===== config.mk =====
export PLATFORM = sky130hd
export DESIGN_NAME = write_back
export DESIGN_NICKNAME = d
export VERILOG_FILES = /design/src/rtl/write_back.sv
export SDC_FILE = /design/constraint.sdc
export NUM_CORES = 1
export LEC_CHECK = 0
export ABC_AREA = 1
export ABC_CLOCK_PERIOD_IN_PS = 3300
export BUFFER_PORTS_ARGS = -buffer_cell sky130_fd_sc_hd__buf_2
export CAP_MARGIN = 10
export CORE_AREA = 5 5 109 136
export CTS_CLUSTER_SIZE = 14
export DETAILED_ROUTE_END_ITERATION = 6
export DIE_AREA = 0 0 114 141
export GPL_ROUTABILITY_DRIVEN = 0
export PLACE_DENSITY = 0.71
export REMOVE_ABC_BUFFERS = 1
export SLEW_MARGIN = 25
export SYNTH_ARGS = -nofsm -noshare
export SYNTH_HDL_FRONTEND = slang
export SYNTH_SLANG_ARGS = --single-unit

===== constraint.sdc =====
create_clock -name clk -period 3.3 [get_ports clk]
set_input_delay 0.66 -clock clk [delete_from_list [all_inputs] [get_ports clk]]
set_output_delay 0.66 -clock clk [all_outputs]
set_load 0.1 [all_outputs]

===== src/rtl/write_back.sv =====
// rtl/write_back.sv - RV32I write-back stage: load extract, regfile write, forwarding, misalign trap.
// Optional retire counter enabled by defining RETIRE_CNT_EN.
module write_back #(
  parameter int DATA_WIDTH = 32,
  parameter int CNT_WIDTH  = 32
) (
  input  logic                  clk,
  input  logic                  rst_n,
  input  logic                  stall_i,
  input  logic                  flush_i,
  input  logic [DATA_WIDTH-1:0] instr_i,
  input  logic [DATA_WIDTH-1:0] alu_result_i,
  input  logic [DATA_WIDTH-1:0] mem_data_i,
  input  logic [DATA_WIDTH-1:0] pc_plus4_i,
  output logic                  rf_we_o,
  output logic [4:0]            rf_rd_o,
  output logic [DATA_WIDTH-1:0] rf_wdata_o,
  output logic                  fwd_valid_o,
  output logic [4:0]            fwd_rd_o,
  output logic [DATA_WIDTH-1:0] fwd_data_o,
  output logic                  misalign_o,
  output logic [DATA_WIDTH-1:0] misalign_addr_o,
  output logic [CNT_WIDTH-1:0]  retire_cnt_o
);

  localparam logic [6:0] OPC_LOAD   = 7'b0000011;
  localparam logic [6:0] OPC_OP     = 7'b0110011;
  localparam logic [6:0] OPC_OP_IMM = 7'b0010011;
  localparam logic [6:0] OPC_LUI    = 7'b0110111;
  localparam logic [6:0] OPC_AUIPC  = 7'b0010111;
  localparam logic [6:0] OPC_JAL    = 7'b1101111;
  localparam logic [6:0] OPC_JALR   = 7'b1100111;

  logic [6:0] opcode;
  logic [4:0] rd;
  logic [2:0] f3;
  logic [1:0] off;
  logic       active;
  logic       is_load;
  logic       is_link;
  logic       writes_rf;
  logic       load_ok;
  logic       misaligned;
  logic       we;
  logic [7:0]            byte_sel;
  logic [15:0]           half_sel;
  logic [DATA_WIDTH-1:0] load_val;
  logic [DATA_WIDTH-1:0] wdata;
  logic                  unused_instr_bits;

  assign opcode  = instr_i[6:0];
  assign rd      = instr_i[11:7];
  assign f3      = instr_i[14:12];
  assign off     = alu_result_i[1:0];
  assign unused_instr_bits = ^instr_i[DATA_WIDTH-1:15];

  // Reset gates the combinational write so a pending write is dropped while rst_n is low.
  assign active  = rst_n && !flush_i && !stall_i && (instr_i != '0);
  assign is_load = (opcode == OPC_LOAD);
  assign is_link = (opcode == OPC_JAL) || (opcode == OPC_JALR);

  always_comb begin
    writes_rf = 1'b0;
    case (opcode)
      OPC_LOAD, OPC_OP, OPC_OP_IMM, OPC_LUI,
      OPC_AUIPC, OPC_JAL, OPC_JALR: writes_rf = 1'b1;
      default:                      writes_rf = 1'b0;
    endcase
  end

  always_comb begin
    byte_sel = mem_data_i[7:0];
    case (off)
      2'd0: byte_sel = mem_data_i[7:0];
      2'd1: byte_sel = mem_data_i[15:8];
      2'd2: byte_sel = mem_data_i[23:16];
      2'd3: byte_sel = mem_data_i[31:24];
      default: byte_sel = mem_data_i[7:0];
    endcase
    half_sel = off[1] ? mem_data_i[31:16] : mem_data_i[15:0];
  end

  always_comb begin
    load_val   = '0;
    load_ok    = 1'b1;
    misaligned = 1'b0;
    case (f3)
      3'b000: load_val = {{24{byte_sel[7]}}, byte_sel};
      3'b100: load_val = {24'h0, byte_sel};
      3'b001: begin
        load_val   = {{16{half_sel[15]}}, half_sel};
        misaligned = off[0];
      end
      3'b101: begin
        load_val   = {16'h0, half_sel};
        misaligned = off[0];
      end
      3'b010: begin
        load_val   = mem_data_i;
        misaligned = (off != 2'b00);
      end
      default: load_ok = 1'b0;
    endcase
    misaligned = misaligned && is_load && active;
  end

  assign we = active && writes_rf && (rd != 5'd0) && !misaligned && !(is_load && !load_ok);

  always_comb begin
    wdata = '0;
    if (we) begin
      if (is_load)      wdata = load_val;
      else if (is_link) wdata = pc_plus4_i;
      else              wdata = alu_result_i;
    end
  end

  assign rf_we_o    = we;
  assign rf_rd_o    = we ? rd : 5'd0;
  assign rf_wdata_o = wdata;

  logic                  fwd_valid_q, fwd_valid_d;
  logic [4:0]            fwd_rd_q, fwd_rd_d;
  logic [DATA_WIDTH-1:0] fwd_data_q, fwd_data_d;
  logic                  mis_q, mis_d;
  logic [DATA_WIDTH-1:0] mis_addr_q, mis_addr_d;

  // Flush kills the forward copy even under stall; rd/data are simply held.
  always_comb begin
    fwd_valid_d = fwd_valid_q;
    fwd_rd_d    = fwd_rd_q;
    fwd_data_d  = fwd_data_q;
    if (flush_i) begin
      fwd_valid_d = 1'b0;
    end else if (!stall_i) begin
      fwd_valid_d = we;
      fwd_rd_d    = rf_rd_o;
      fwd_data_d  = wdata;
    end
  end

  always_comb begin
    mis_d      = mis_q;
    mis_addr_d = mis_addr_q;
    if (misaligned) begin
      mis_d = 1'b1;
      if (!mis_q) mis_addr_d = alu_result_i;
    end
  end

  always_ff @(posedge clk or negedge rst_n) begin
    if (!rst_n) begin
      fwd_valid_q <= 1'b0;
      fwd_rd_q    <= 5'd0;
      fwd_data_q  <= '0;
      mis_q       <= 1'b0;
      mis_addr_q  <= '0;
    end else begin
      fwd_valid_q <= fwd_valid_d;
      fwd_rd_q    <= fwd_rd_d;
      fwd_data_q  <= fwd_data_d;
      mis_q       <= mis_d;
      mis_addr_q  <= mis_addr_d;
    end
  end

  assign fwd_valid_o     = fwd_valid_q;
  assign fwd_rd_o        = fwd_rd_q;
  assign fwd_data_o      = fwd_data_q;
  assign misalign_o      = mis_q;
  assign misalign_addr_o = mis_addr_q;

`ifdef RETIRE_CNT_EN
  logic [CNT_WIDTH-1:0] cnt_q, cnt_d;

  always_comb begin
    cnt_d = cnt_q;
    if (active) cnt_d = cnt_q + 1'b1;
  end

  always_ff @(posedge clk or negedge rst_n) begin
    if (!rst_n) cnt_q <= '0;
    else        cnt_q <= cnt_d;
  end

  assign retire_cnt_o = cnt_q;
`else
  assign retire_cnt_o = '0;
`endif

endmodule


==> out/qor.txt <==
hold buffers post-CTS: 0
Tmin final: 2.99 ns
Startpoint Class: input port
CTS tree: done
initial core utilization: 0.387
most common cell after layout, fill and taps aside: nand2_1
outcome: finished, final reports clean
clk_skew: 0.00772 ns
yosys warns: 0
initial antenna violation count: 7
leakage: 4.84 nW
Initial DRC Count: 366
CTS max path bufs: 2
clk root buf: clkbuf_16
Via density: 4.68
worst skew pair latency: 0.34 ns
CP Data Required Time: 2.64 ns
PD cells: 329 mW/mm²
ranking of synthesized cells by area: dfrtp_1 (34%), nand2_1 (27%), inv_1 (6.7%)
core area: 0.0135 mm²
Yosys cell types: 26
post-route ant nets: 0
post-layout util: 0.541
max-cap violation count: 0
Max IR drop VDD: 0.000228 V
CP max FO: 13
H-tree depth: 3
layout cells sized above 1: 0.303
met3 routed WL: 1.43 mm
Clock Sink Count: 71
chip height: 141 µm
commonest cells after routing, fill and taps aside: nand2_1 (376), buf_2 (201), inv_1 (94)
vias in the first global route: 5615
post-synth top area cell: dfrtp_1
Yosys reg bits: 71
top-area cell type share of the netlist area: 0.339
worst slew pin tran: 0.739 ns
setup ws final: 0.311 ns
Post-Route WL: 19.1 mm
Die X: 114 µm
crit path kind: in2out
DRT Pass-1 Iters: 5
Avg Cell Area, Syn: 6.29 µm²
DRC errors left: 0
met1 WL: 7.65 mm
RSZ-0062 raised after global routing: no
GR Overflow Total: 0
Reg clk slew, reported paths: 0.06 ns
die area: 0.0161 mm²
cts repair resizes: 0
Slew Viols, Final: 0
Power, Total: 2.41 mW
hold slack final: 0.449 ns
# setup viols final: 0
TritonCTS Buffers: 9
CP endpoint kind: output pin
vias after detailed routing: 5799
pin count of the biggest net entering global routing: 72
post-synthesis sequential area ratio: 0.339
Cells after Synth: 832
Top Metal Used: met5
port bufs: 240
DP Wirelength: 14.6 mm
part of the cycle the worst path needs: 0.906
worst path arrival time: 2.33 ns
Routed wire per std cell: 15.4 µm
Post-synth top flop: dfrtp_1
# IOs: 273
synthesized cell area: 0.00523 mm²
FMAX: 0.335 GHz
first-pass GRT wire length: 29.6 mm
final hold violation count: 0
gr usage total: 0.234
fillcell total: 1385
P&R area growth vs syn: 39.7%
Place WS: 0.301 ns
final net count: 1188
Post-CTS Setup Repair Bufs: 0
Post-synth EDFFs: 0
relative slew slack: 0.506
asr flop ratio synth: 1.00
Hold Path Class: in2async
Cell Rows: 48
DR WL met2: 9.54 mm
power by group:
part	internal, mW	switching, mW	total (mW)
combinational	0.132	0.411	0.543
clock	0.586	0.398	0.985
sequential	0.877	0.00314	0.880
total	1.60	0.813	2.41
cells in the mapped netlist, types with 2 or more instances:
cell,number
nand2_1,377
inv_1,94
dfrtp_1,71
nor2_1,58
buf_4,34
nand4_1,32
o211ai_1,24
nand3_1,23
inv_2,21
o21ai_0,17
buf_2,16
clkbuf_1,14
nand2_2,10
nand2_4,10
a21oi_1,8
buf_1,5
buf_6,4
nor2_4,4
nand4_2,2
nor2_2,2
worst paths after layout:
kind                                        to  cells past startpoint  slack (ns)     startpoint
min reg2reg                      fwd_data_o[3]                      2        0.47  fwd_data_o[3]
max reg2reg                misalign_addr_o[15]                      6        1.59     misalign_o
max in group asynchronous       fwd_data_o[17]                      2        2.39          rst_n
max                              rf_wdata_o[8]                     12        0.31     instr_i[1]
min in group clk                 fwd_data_o[3]                      2        0.47  fwd_data_o[3]
min                         misalign_addr_o[7]                      2        0.45          rst_n
per-stage QoR:
step	cell area [µm²]	instances	TNS [ns]
2_1_floorplan	4880	789	-52.29
3_3_place_gp	7010	1220	0
3_5_place_dp	7010	1220	0
4_1_cts	7300	1236	0
5_1_grt	7310	1238	0
6_report	7310	1239	0
layer usage:
metal,vias to the layer above,track usage
met3,37,0.0507
met2,237,0.404
met4,8,0.0738
met5,-,0
met1,2602,0.291
li1,2915,-
kinds of logic after synthesis:
kind of cell,after synthesis,synth area share
and+or+nand+nor,520,0.427
buffers and inverters,190,0.173
DFF,71,0.339
other,1,0.000717
AOI/OAI and AO/OA,50,0.0598
layout make-up:
| type | count | area, µm² | area share |
|---|---|---|---|
| multi-input combinational | 602 | 2670 | 0.365 |
| timing repair buffer | 256 | 1910 | 0.261 |
| sequential | 71 | 1780 | 0.243 |
| inverter | 116 | 435 | 0.0595 |
| clock buffer | 11 | 233 | 0.0318 |
| tap | 175 | 219 | 0.0299 |
| clock inverter | 5 | 58.8 | 0.00804 |
| antenna | 3 | 7.51 | 0.00103 |
flip-flops by register name, summed over array words and instances (netlist names):
signal,cells
fwd_data_o,32
fwd_rd_o,5
fwd_valid_o,1
misalign_addr_o,32
misalign_o,1
worst max-delay path, stage by stage:
cell      delay [ns]
buf_2           0.10
nand2_1         0.07
inv_1           0.05
nand2_1         0.10
nor2_4          0.06
inv_1           0.36
buf_4           0.30
o211ai_1        0.16
nand2_1         0.12
nand2_2         0.08
inv_2           0.08
buf_12          0.17
(Power assumes the default switching activity.)
